`src/rtl/atm_pkg.sv`:
```
// Shared constants and state encoding for the ATM session sequencer.
package atm_pkg;

  localparam logic [3:0] ST_ACC_FOUND      = 4'd1;
  localparam logic [3:0] ST_ACC_NOT_FOUND  = 4'd2;
  localparam logic [3:0] ST_PIN_CORRECT    = 4'd3;
  localparam logic [3:0] ST_PIN_INCORRECT  = 4'd4;
  localparam logic [3:0] ST_AMT_VALID      = 4'd5;
  localparam logic [3:0] ST_AMT_INVALID    = 4'd6;
  localparam logic [3:0] ST_EXIT           = 4'd7;
  localparam logic [3:0] ST_INPUT_COMPLETE = 4'd8;

  localparam logic [3:0] IS_SINGLE_KEY      = 4'd1;
  localparam logic [3:0] IS_ACC_NUMBER      = 4'd2;
  localparam logic [3:0] IS_PIN_NUMBER      = 4'd3;
  localparam logic [3:0] IS_MENU_SELECTION  = 4'd4;
  localparam logic [3:0] IS_CURRENCY_TYPE   = 4'd5;
  localparam logic [3:0] IS_CURRENCY_AMOUNT = 4'd6;

  localparam logic [1:0] SEL_BALANCE  = 2'd0;
  localparam logic [1:0] SEL_CONVERT  = 2'd1;
  localparam logic [1:0] SEL_WITHDRAW = 2'd2;
  localparam logic [1:0] SEL_TRANSFER = 2'd3;

  localparam logic [1:0] CUR_USD = 2'd0;
  localparam logic [1:0] CUR_BTC = 2'd1;
  localparam logic [1:0] CUR_ETH = 2'd2;
  localparam logic [1:0] CUR_LTC = 2'd3;

  typedef enum logic [3:0] {
    IDLE     = 4'd0,
    GET_ACCT = 4'd1,
    LOOKUP   = 4'd2,
    GET_PIN  = 4'd3,
    VERIFY   = 4'd4,
    MENU     = 4'd5,
    GET_CUR  = 4'd6,
    GET_AMT  = 4'd7,
    EXEC     = 4'd8,
    LOCKED   = 4'd9
  } state_t;

  // Waiting states keep the style of the entry that led to them.
  function automatic logic [3:0] style_of(input state_t s);
    case (s)
      GET_ACCT, LOOKUP: style_of = IS_ACC_NUMBER;
      GET_PIN, VERIFY:  style_of = IS_PIN_NUMBER;
      MENU:             style_of = IS_MENU_SELECTION;
      GET_CUR:          style_of = IS_CURRENCY_TYPE;
      GET_AMT:          style_of = IS_CURRENCY_AMOUNT;
      default:          style_of = IS_SINGLE_KEY;
    endcase
  endfunction

endpackage

```
`src/rtl/atm_session_fsm_timer.sv`:
```
// Shared inactivity/lockout counter; expired is high for the single cycle the count sits at tc.
module session_timer (
  input  logic        clk,
  input  logic        rst_n,
  input  logic        clr,
  input  logic        en,
  input  logic [31:0] tc,
  output logic        expired
);

  logic [31:0] count;

  always_ff @(posedge clk or negedge rst_n) begin
    if (!rst_n)
      count <= '0;
    else if (clr)
      count <= '0;
    else if (en)
      count <= (count == tc) ? '0 : count + 32'd1;
  end

  assign expired = en && (count == tc);

endmodule

```
`src/rtl/atm_session_fsm.sv`:
```
// Session sequencer: drives the keypad collector, issues datapath requests,
// and enforces PIN lockout and inactivity timeout.
//
// state    | meaning
// IDLE     | no card, waiting for card_start
// GET_ACCT | collecting account number
// LOOKUP   | waiting for account lookup result
// GET_PIN  | collecting PIN
// VERIFY   | waiting for PIN check result
// MENU     | collecting menu selection
// GET_CUR  | collecting currency type
// GET_AMT  | collecting amount
// EXEC     | waiting for transaction result
// LOCKED   | too many wrong PINs, all input ignored
module atm_session_fsm
  import atm_pkg::*;
#(
  parameter int unsigned TIMEOUT_CYCLES = 32'd300000000,
  parameter int unsigned LOCK_CYCLES    = 32'd3000000000,
  parameter int unsigned MAX_PIN_TRIES  = 32'd3
) (
  input  logic       clk,
  input  logic       rst_n,
  input  logic       card_start,
  input  logic       status_valid,
  input  logic [3:0] status_code,
  input  logic       key_activity,
  input  logic [1:0] menu_sel,
  output logic [3:0] input_style,
  output logic [3:0] cstate,
  output logic       lookup_req,
  output logic       verify_req,
  output logic       txn_req,
  output logic [1:0] txn_type,
  output logic       session_active,
  output logic       lockout,
  output logic       timeout
);

  localparam logic [31:0] TO_TC   = 32'(TIMEOUT_CYCLES - 32'd1);
  localparam logic [31:0] LOCK_TC = 32'(LOCK_CYCLES - 32'd1);

  state_t     state, state_nxt;
  logic [1:0] tries, tries_nxt, tries_inc, txn_type_nxt;
  logic       lookup_nxt, verify_nxt, txn_nxt, timeout_nxt;
  logic       in_session, is_exit, expired, tmr_clr, tmr_en;
  logic [31:0] tmr_tc;

  assign in_session = (state != IDLE) && (state != LOCKED);
  assign is_exit    = status_valid && (status_code == ST_EXIT);
  assign tries_inc  = (tries == 2'd3) ? 2'd3 : tries + 2'd1;

  // Inputs only restart the timer inside a session; LOCKED must run its full count.
  assign tmr_en  = (state != IDLE);
  assign tmr_clr = (state_nxt != state) || (in_session && (key_activity || status_valid));
  assign tmr_tc  = (state == LOCKED) ? LOCK_TC : TO_TC;

  session_timer u_timer (
    .clk     (clk),
    .rst_n   (rst_n),
    .clr     (tmr_clr),
    .en      (tmr_en),
    .tc      (tmr_tc),
    .expired (expired)
  );

  always_ff @(posedge clk or negedge rst_n) begin
    if (!rst_n) begin
      state          <= IDLE;
      tries          <= 2'd0;
      txn_type       <= SEL_BALANCE;
      lookup_req     <= 1'b0;
      verify_req     <= 1'b0;
      txn_req        <= 1'b0;
      timeout        <= 1'b0;
      input_style    <= IS_SINGLE_KEY;
      session_active <= 1'b0;
      lockout        <= 1'b0;
    end else begin
      state          <= state_nxt;
      tries          <= tries_nxt;
      txn_type       <= txn_type_nxt;
      lookup_req     <= lookup_nxt;
      verify_req     <= verify_nxt;
      txn_req        <= txn_nxt;
      timeout        <= timeout_nxt;
      input_style    <= style_of(state_nxt);
      session_active <= (state_nxt != IDLE) && (state_nxt != LOCKED);
      lockout        <= (state_nxt == LOCKED);
    end
  end

  assign cstate = state;

  always_comb begin
    state_nxt    = state;
    tries_nxt    = tries;
    txn_type_nxt = txn_type;
    lookup_nxt   = 1'b0;
    verify_nxt   = 1'b0;
    txn_nxt      = 1'b0;
    timeout_nxt  = 1'b0;
    case (state)
      IDLE: begin
        if (card_start) begin
          state_nxt = GET_ACCT;
          tries_nxt = 2'd0;
        end
      end
      LOCKED: begin
        if (expired) state_nxt = IDLE;
      end
      default: begin
        if (is_exit) begin
          state_nxt = IDLE;
        end else if (status_valid) begin
          case (state)
            GET_ACCT: if (status_code == ST_INPUT_COMPLETE) begin
              state_nxt  = LOOKUP;
              lookup_nxt = 1'b1;
            end
            LOOKUP: begin
              if (status_code == ST_ACC_FOUND)          state_nxt = GET_PIN;
              else if (status_code == ST_ACC_NOT_FOUND) state_nxt = GET_ACCT;
            end
            GET_PIN: if (status_code == ST_INPUT_COMPLETE) begin
              state_nxt  = VERIFY;
              verify_nxt = 1'b1;
            end
            VERIFY: begin
              if (status_code == ST_PIN_CORRECT) begin
                tries_nxt = 2'd0;
                state_nxt = MENU;
              end else if (status_code == ST_PIN_INCORRECT) begin
                tries_nxt = tries_inc;
                state_nxt = (32'(tries_inc) == MAX_PIN_TRIES) ? LOCKED : GET_PIN;
              end
            end
            MENU: if (status_code == ST_INPUT_COMPLETE) begin
              txn_type_nxt = menu_sel;
              if (menu_sel == SEL_BALANCE) begin
                state_nxt = EXEC;
                txn_nxt   = 1'b1;
              end else begin
                state_nxt = GET_CUR;
              end
            end
            GET_CUR: if (status_code == ST_INPUT_COMPLETE) state_nxt = GET_AMT;
            GET_AMT: if (status_code == ST_INPUT_COMPLETE) begin
              state_nxt = EXEC;
              txn_nxt   = 1'b1;
            end
            EXEC: begin
              if (status_code == ST_AMT_VALID)
                state_nxt = MENU;
              else if (status_code == ST_AMT_INVALID)
                state_nxt = (txn_type == SEL_BALANCE) ? MENU : GET_AMT;
            end
            default: ;
          endcase
        end else if (expired && !key_activity) begin
          state_nxt   = IDLE;
          timeout_nxt = 1'b1;
        end
      end
    endcase
  end

endmodule

```
`config.mk`:
```
export PLATFORM = sky130hd
export DESIGN_NAME = atm_session_fsm
export DESIGN_NICKNAME = d
export VERILOG_FILES = /design/src/rtl/atm_pkg.sv /design/src/rtl/atm_session_fsm_timer.sv /design/src/rtl/atm_session_fsm.sv
export SDC_FILE = /design/constraint.sdc
export NUM_CORES = 1
export LEC_CHECK = 0
export BUFFER_PORTS_ARGS = -buffer_cell sky130_fd_sc_hd__buf_2
export CAP_MARGIN = 20
export CORE_MARGIN = 5
export CORE_UTILIZATION = 45
export DETAILED_ROUTE_END_ITERATION = 7
export PLACE_DENSITY_LB_ADDON = 0.12
export SLEW_MARGIN = 5
export SYNTH_ARGS = -nofsm -noshare
export SYNTH_HDL_FRONTEND = slang
export SYNTH_SLANG_ARGS = --single-unit
```
`constraint.sdc`:
```
create_clock -name clk -period 3.3 [get_ports clk]
set_input_delay 0.825 -clock clk [delete_from_list [all_inputs] [get_ports clk]]
set_output_delay 0.825 -clock clk [all_outputs]
set_load 0.01 [all_outputs]
```
==> flow_summary_export.csv, run 1 <==
group,metric,value,unit
outcome,status,"complete, no violations",
drt,routed_via_density,5.72,
timing,setup_viol,0,
grt,grt.total_usage,16.5,%
setup_path,critPathMaxFanout,13,
setup_path,worstSetupEndpointType,"flip-flop",
setup_path,arrival,2.89,ns
synth,synth_compound_area_share,11.8,%
clock_tree,path_clk_slew,0.09,ns
grt,antenna_found_initial,0,
timing,period_share,80.5,%
timing,clock.fmax,376,MHz
synth,synth_top_family_by_area,"simple AND/OR/NAND/NOR gates",
hold_path,hp-class,"reg -> reg",
finish,nets,361,
timing,tns,0,ns
power,p_seq_share,46.1,%
synth,synth_top_area_cell,"dfrtp_1",
drt,first_iter_violations,105,
clock_tree,clkSinkCount,49,
flow_run,cap_viol_max_count,0,
synth,synth_flop_cell,"dfrtp_1",
synth,synth_cells,319,
timing,min_period,2.66,ns
synth,yosys_warnings,0,
placement,pre_cts_ws,0.329,ns
synth,syn_area_per_cell,9.03,um2
placement,hpwlAfterDp,4.76,mm
floorplan,ios,27,
grt,grt_remaining_overflow,0,
placement,dp_cells,419,
synth,ys_seq_area_share,42.6,%
floorplan,die_y,90.0,um
drt,dr.pass1.iters,4,
clock_tree,cts_max_level,2,
power,switching_power,947,uW
power,clockPowerShare,18.2,%
synth,yosysTopAreaCellShare,41.7,%
timing,setup_slack,0.643,ns
synth,ys_async_sr_fraction,100,%
clock_tree,root_buffer,"clkbuf_8",
clock_tree,cts_setup_buffers,0,
clock_tree,cts-buffers-inserted,5,
floorplan,rows,29,
drt,drtAntennaViolNets,0,
clock_tree,cts_tree,"done",
timing,hold_viol_final,0,
clock_tree,clk_latency,0.30,ns
drt,vias,2444,
power,leakage,1.37,nW
synth,synthTopCellsByCount,"dfrtp_1, nor2_1, nand2_1",
synth,synth_edf_count,0,
synth,syn-cell-area,2880,um2
finish,final_cells,427,
timing,skew,0.0114,ns
drt,drc_errors,0,
synth,synthAdderAreaFrac,0.434,%
setup_path,worstPathRequired,3.53,ns
synth,ys_types,52,
synth,synth_nets,331,
grt,grt_pass1_wl,11.3,mm
finish,diodes,0,
floorplan,initial_core_util,45.9,%
power,p_sw_share,39.3,%
floorplan,core-area,6280,um2
clock_tree,hold_buffers,0,
floorplan,die_w,90.0,um
power,p_comb_share,35.8,%
grt,grt_max_degree,39,
setup_path,worstSetupPathType,"in -> reg",
drt,totalWireLength,6.46,mm
synth,synth-simple-area-share,30.8,%
floorplan,die_area,8100,um2
finish,n_fill_cell,600,
clock_tree,clk_path_buf_depth,2,
timing,maxSlewViolCount,0,
timing,tightest_slew,0.890,ns
synth,synth_xor_area_share,9.73,%
timing,rsz0062_at_grt,"no",
synth,ys_ff_latch,49,
finish,area_delta_synth_final,13.0,%
synth,yosys-top-cells-area,"dfrtp_1, xor2_1, nor2_1",
synth,synth.most_common_cell,"dfrtp_1",
timing,slew_headroom,40.7,%
power,p_int,1.46,mW
power,p_per_area,741,nW/um2
power,ir_worst_vdd,0.292,mV
setup_path,startpoint_type,"primary input",
finish,drive_above_1_share,16.3,%
clock_tree,cts_resized,0,
placement,io_buffers,25,
drt,wl_per_cell,15.1,um
placement,gp_congestion,0.920,
synth,muxShareOfSynthArea,1.17,%
grt,grt_pass1_vias,2370,
metrics by stage:
step	instance area, um2	power [mW]	util, %	hold WS, ns
2_1_floorplan	2880	1.73	-	0.504
3_3_place_gp	3140	1.97	50.0	0.514
3_5_place_dp	3140	1.99	50.0	0.527
4_1_cts	3250	2.43	51.8	0.546
5_1_grt	3250	2.62	51.8	0.564
6_report	3250	2.41	51.8	0.540
power by group through the flow:
| stage | registers, mW | logic, mW | clock network [mW] |
|---|---|---|---|
| floorplan | 1.05 | 0.681 | 0 |
| global placement | 1.11 | 0.853 | 0 |
| detailed placement | 1.12 | 0.871 | 0 |
| CTS | 1.11 | 0.875 | 0.448 |
| global route | 1.15 | 0.991 | 0.482 |
| finish | 1.11 | 0.862 | 0.438 |
placed cells by master (no fill, tap or decap), drive strengths merged, types with 2 or more instances in the layout:
cell type / instances
o21a: 2
nand2b: 2
o2111ai: 3
o21ai: 11
nand4: 10
dfrtp: 48
and2: 2
or4b: 2
nor4: 4
inv: 9
o31ai: 4
nor4b: 4
nand4b: 4
or3: 5
or4: 4
mux2: 3
nor3: 10
buf: 37
xnor2: 8
nor2: 45
nor2b: 2
nand3: 16
clkbuf: 7
a211oi: 3
and4b: 2
and3: 9
nor3b: 2
nand2: 32
a21oi: 11
a31oi: 5
and4: 3
xor2: 24
o22ai: 2
sequential cells by signal, indices dropped and copies added, names as in the netlist:
signal / flops
u_timer.count: 32
cstate: 4
input_style: 3
tries: 2
txn_type: 2
lockout: 1
lookup_req: 1
session_active: 1
timeout: 1
txn_req: 1
verify_req: 1
cell families (layout without fill, tap and decap cells):
kind of cell | after synthesis | after routing
multiplexers | 3 | 3
buffers and inverters | 23 | 54
AO/OA/AOI/OAI | 47 | 47
other | 1 | 1
adder cells (fa/ha/maj) | 1 | 1
AND/OR/NAND/NOR | 163 | 163
XOR/XNOR | 32 | 32
flip-flops | 49 | 49
worst max-delay path, cell delays in order:
cell and delay, ns:
buf_2 0.16, or4b_1 0.60, a21oi_1 0.17, o21ai_0 0.11, a211oi_1 0.34, o31ai_4 0.14
and3_1 0.19, or3_1 0.33
path summary, 6_finish.rpt:
path | start | end | cells past startpoint | slack (ns)
setup / recovery | status_code[2] | input_style[0]$_DFF_PN1_ | 8 | 0.64
hold / removal | tries[0]$_DFFE_PN0P_ | tries[0]$_DFFE_PN0P_ | 1 | 0.54
setup reg to reg | cstate[1]$_DFF_PN0_ | u_timer.count[8]$_DFFE_PN0P_ | 7 | 0.67
hold reg to reg | tries[0]$_DFFE_PN0P_ | tries[0]$_DFFE_PN0P_ | 1 | 0.54
max in group asynchronous | rst_n | txn_req$_DFF_PN0_ | 2 | 2.01
min in group asynchronous | rst_n | u_timer.count[7]$_DFFE_PN0P_ | 1 | 0.65
area by class of cell:
| cell class | instances | area [um2] | area share, % |
|---|---|---|---|
| inverters | 9 | 33.8 | 1.04 |
| clock buffers | 7 | 86.3 | 2.65 |
| multi-input cells | 247 | 1570 | 48.1 |
| clock inverters | 1 | 30.0 | 0.923 |
| repair buffers | 37 | 215 | 6.61 |
| flip-flops and latches | 49 | 1230 | 37.7 |
| well taps | 77 | 96.3 | 2.96 |
per-layer routing:
| metal | vias up | GRT usage (%) | wire (um) |
|---|---|---|---|
| met4 | 0 | 5.58 | 146 |
| met2 | 61 | 25.9 | 3050 |
| li1 | 1198 | - | - |
| met3 | 14 | 3.01 | 275 |
| met1 | 1171 | 22.9 | 2990 |
| met5 | - | 0 | 0 |
(Power assumes the default switching activity.)
==> inputs of run 2 (changes only) <==
==> constraint.sdc (replaced) <==
create_clock -name clk -period 2.5 [get_ports clk]
set_input_delay 0.625 -clock clk [delete_from_list [all_inputs] [get_ports clk]]
set_output_delay 0.625 -clock clk [all_outputs]
set_load 0.01 [all_outputs]
==> flow_summary_export.csv, run 2 (synthesis gave the netlist of run 1 again) <==
group,metric,value,unit
setup_path,slowest_delay,0.58,ns
power,p_per_area,989,nW/um2
finish,finish.instance_area,3670,um2
power,p_comb_share,46.5,%
timing,rsz0062_at_grt,"yes",
power,clockPowerShare,15.8,%
finish,diodes,0,
timing,setup_slack,-0.0400,ns
floorplan,core-area,6280,um2
setup_path,cpMaxStageDelayCell,"or4_4",
finish,layout_common_cells,"dfrtp_1, buf_4, nor2_1",
flow_run,cap_viol_max_count,0,
timing,setup_viol,22,
timing,period_share,102,%
finish,top_register,"u_timer.count",
placement,pre_cts_ws,-0.128,ns
clock_tree,cts-buffers-inserted,5,
hold_path,hp-class,"in -> async",
finish,utilization,58.5,%
drt,drtAntennaViolNets,0,
setup_path,worstSetupEndpointType,"flip-flop",
placement,place_area,3370,um2
timing,hold_viol_final,0,
power,p_seq_share,37.7,%
placement,dp_cells,447,
clock_tree,root_buffer,"clkbuf_8",
drt,wl_met2,3.52,mm
setup_path,startpoint_type,"flip-flop",
power,leakage,1.57,nW
power,total_power,3.63,mW
drt,wl_per_cell,15.1,um
setup_path,worstPathRequired,2.69,ns
clock_tree,cts_max_level,2,
placement,io_buffers,25,
floorplan,die_y,90.0,um
drt,highest_layer,"met4",
timing,skew,0.00869,ns
clock_tree,clk_path_buf_depth,2,
setup_path,arrival,2.73,ns
grt,grt.total_usage,17.3,%
clock_tree,clkSinkCount,49,
finish,largest_reg_flops,32,
floorplan,rows,29,
placement,gp_congestion,0.912,
floorplan,die_area,8100,um2
setup_path,worstPathCellList,"nand4bb_4 > or4_4 > a2111oi_4 > buf_4 > buf_6 > inv_4 > a31oi_4 > clkbuf_16 > a21oi_1",
timing,clock.fmax,394,MHz
power,switching_power,1.42,mW
finish,drive_above_1_share,29.1,%
drt,met3_length,268,um
finish,nets,396,
outcome,violations,"negative setup slack",
grt,grt_remaining_overflow,0,
clock_tree,clk_latency,0.30,ns
grt,grt_max_degree,27,
grt,grt_pass1_wl,11.9,mm
placement,hpwlAfterDp,5.08,mm
drt,dr.pass1.iters,5,
floorplan,die_w,90.0,um
drt,routed_via_density,5.65,
drt,drc_errors,0,
grt,grt_pass1_vias,2548,
timing,maxSlewViolCount,0,
finish,final_common_cell,"dfrtp_1",
timing,tightest_slew,0.596,ns
power,ir_worst_vdd,0.490,mV
timing,min_period,2.54,ns
outcome,status,"finished with violations",
timing,slew_headroom,60.3,%
finish,final_cells,462,
drt,wl_met1,3.13,mm
grt,antenna_found_initial,0,
setup_path,critPathMaxFanout,12,
drt,first_iter_violations,122,
power,p_int,2.21,mW
floorplan,initial_core_util,45.9,%
setup_path,worstSetupPathType,"reg -> reg",
drt,vias,2610,
finish,area_delta_synth_final,27.5,%
clock_tree,path_clk_slew,0.10,ns
power,p_sw_share,39.1,%
clock_tree,cts_tree,"done",
finish,n_fill_cell,561,
floorplan,ios,27,
drt,totalWireLength,7.00,mm
## run 2: changes by cell type in the layout (fill, tap and decap cells not counted), sizes merged
cell and delta:
clkbuf -1, clkinvlp +1, clkinv +1, buf +34
## run 2: worst paths after layout
kind,cells after the start,slack [ns],to,startpoint
max,9,-0.04,u_timer.count[18]$_DFFE_PN0P_,cstate[2]$_DFF_PN0_
min,1,0.32,u_timer.count[11]$_DFFE_PN0P_,rst_n
max reg2reg,9,-0.04,u_timer.count[18]$_DFFE_PN0P_,cstate[2]$_DFF_PN0_
min reg2reg,1,0.55,txn_type[1]$_DFFE_PN0P_,txn_type[1]$_DFFE_PN0P_
max in group asynchronous,2,1.53,input_style[0]$_DFF_PN1_,rst_n
min in group clk,1,0.55,txn_type[1]$_DFFE_PN0P_,txn_type[1]$_DFFE_PN0P_
## run 2: final cells by class
| type | count | area (um2) | share of cell area, % |
|---|---|---|---|
| Clock inverter | 3 | 46.3 | 1.26 |
| Clock buffer | 5 | 68.8 | 1.87 |
| Timing Repair Buffer | 72 | 523 | 14.2 |
| Multi-Input combinational cell | 247 | 1670 | 45.5 |
| Tap cell | 77 | 96.3 | 2.62 |
| Sequential cell | 49 | 1230 | 33.5 |
| Inverter | 9 | 36.3 | 0.988 |
## run 2: routing by layer
| layer | global-route usage [%] | vias to the layer above |
|---|---|---|
| met5 | 0 | - |
| met4 | 4.34 | 0 |
| met3 | 2.75 | 8 |
| met2 | 28.7 | 58 |
| met1 | 23.7 | 1267 |
| li1 | - | 1277 |
## run 2: repair_timing
item / in CTS / in global routing
pin swaps: 1 / 11
setup buffers: 0 / 6
resized for setup: 0 / 28
hold buffers: 0 / 0
endpoints found under the setup margin: 3 / 36
gates cloned: 0 / 1
## run 2: power by group through the flow
stage	sequential, mW	combinational (mW)	clock (mW)
after global placement	1.38	1.45	0
after detailed placement	1.38	1.48	0
after global routing	1.41	1.89	0.619
after CTS	1.37	1.48	0.584
final	1.37	1.69	0.573
after floorplan	1.39	0.902	0
## run 2: metrics by stage
step           setup TNS (ns)  hold WS [ns]
2_1_floorplan               0         0.329
3_3_place_gp           -0.181         0.519
3_5_place_dp           -0.291         0.532
4_1_cts                     0         0.340
5_1_grt                 -3.56         0.369
6_report               -0.580         0.321
## run 2: worst max-delay path, delay by kind of cell, from the launching register on
family	cells	cell delay, ns
AND/OR/NAND/NOR	2	0.78
AO/OA/AOI/OAI	3	0.68
buffers and inverters	4	0.53
flip-flops	1	0.43
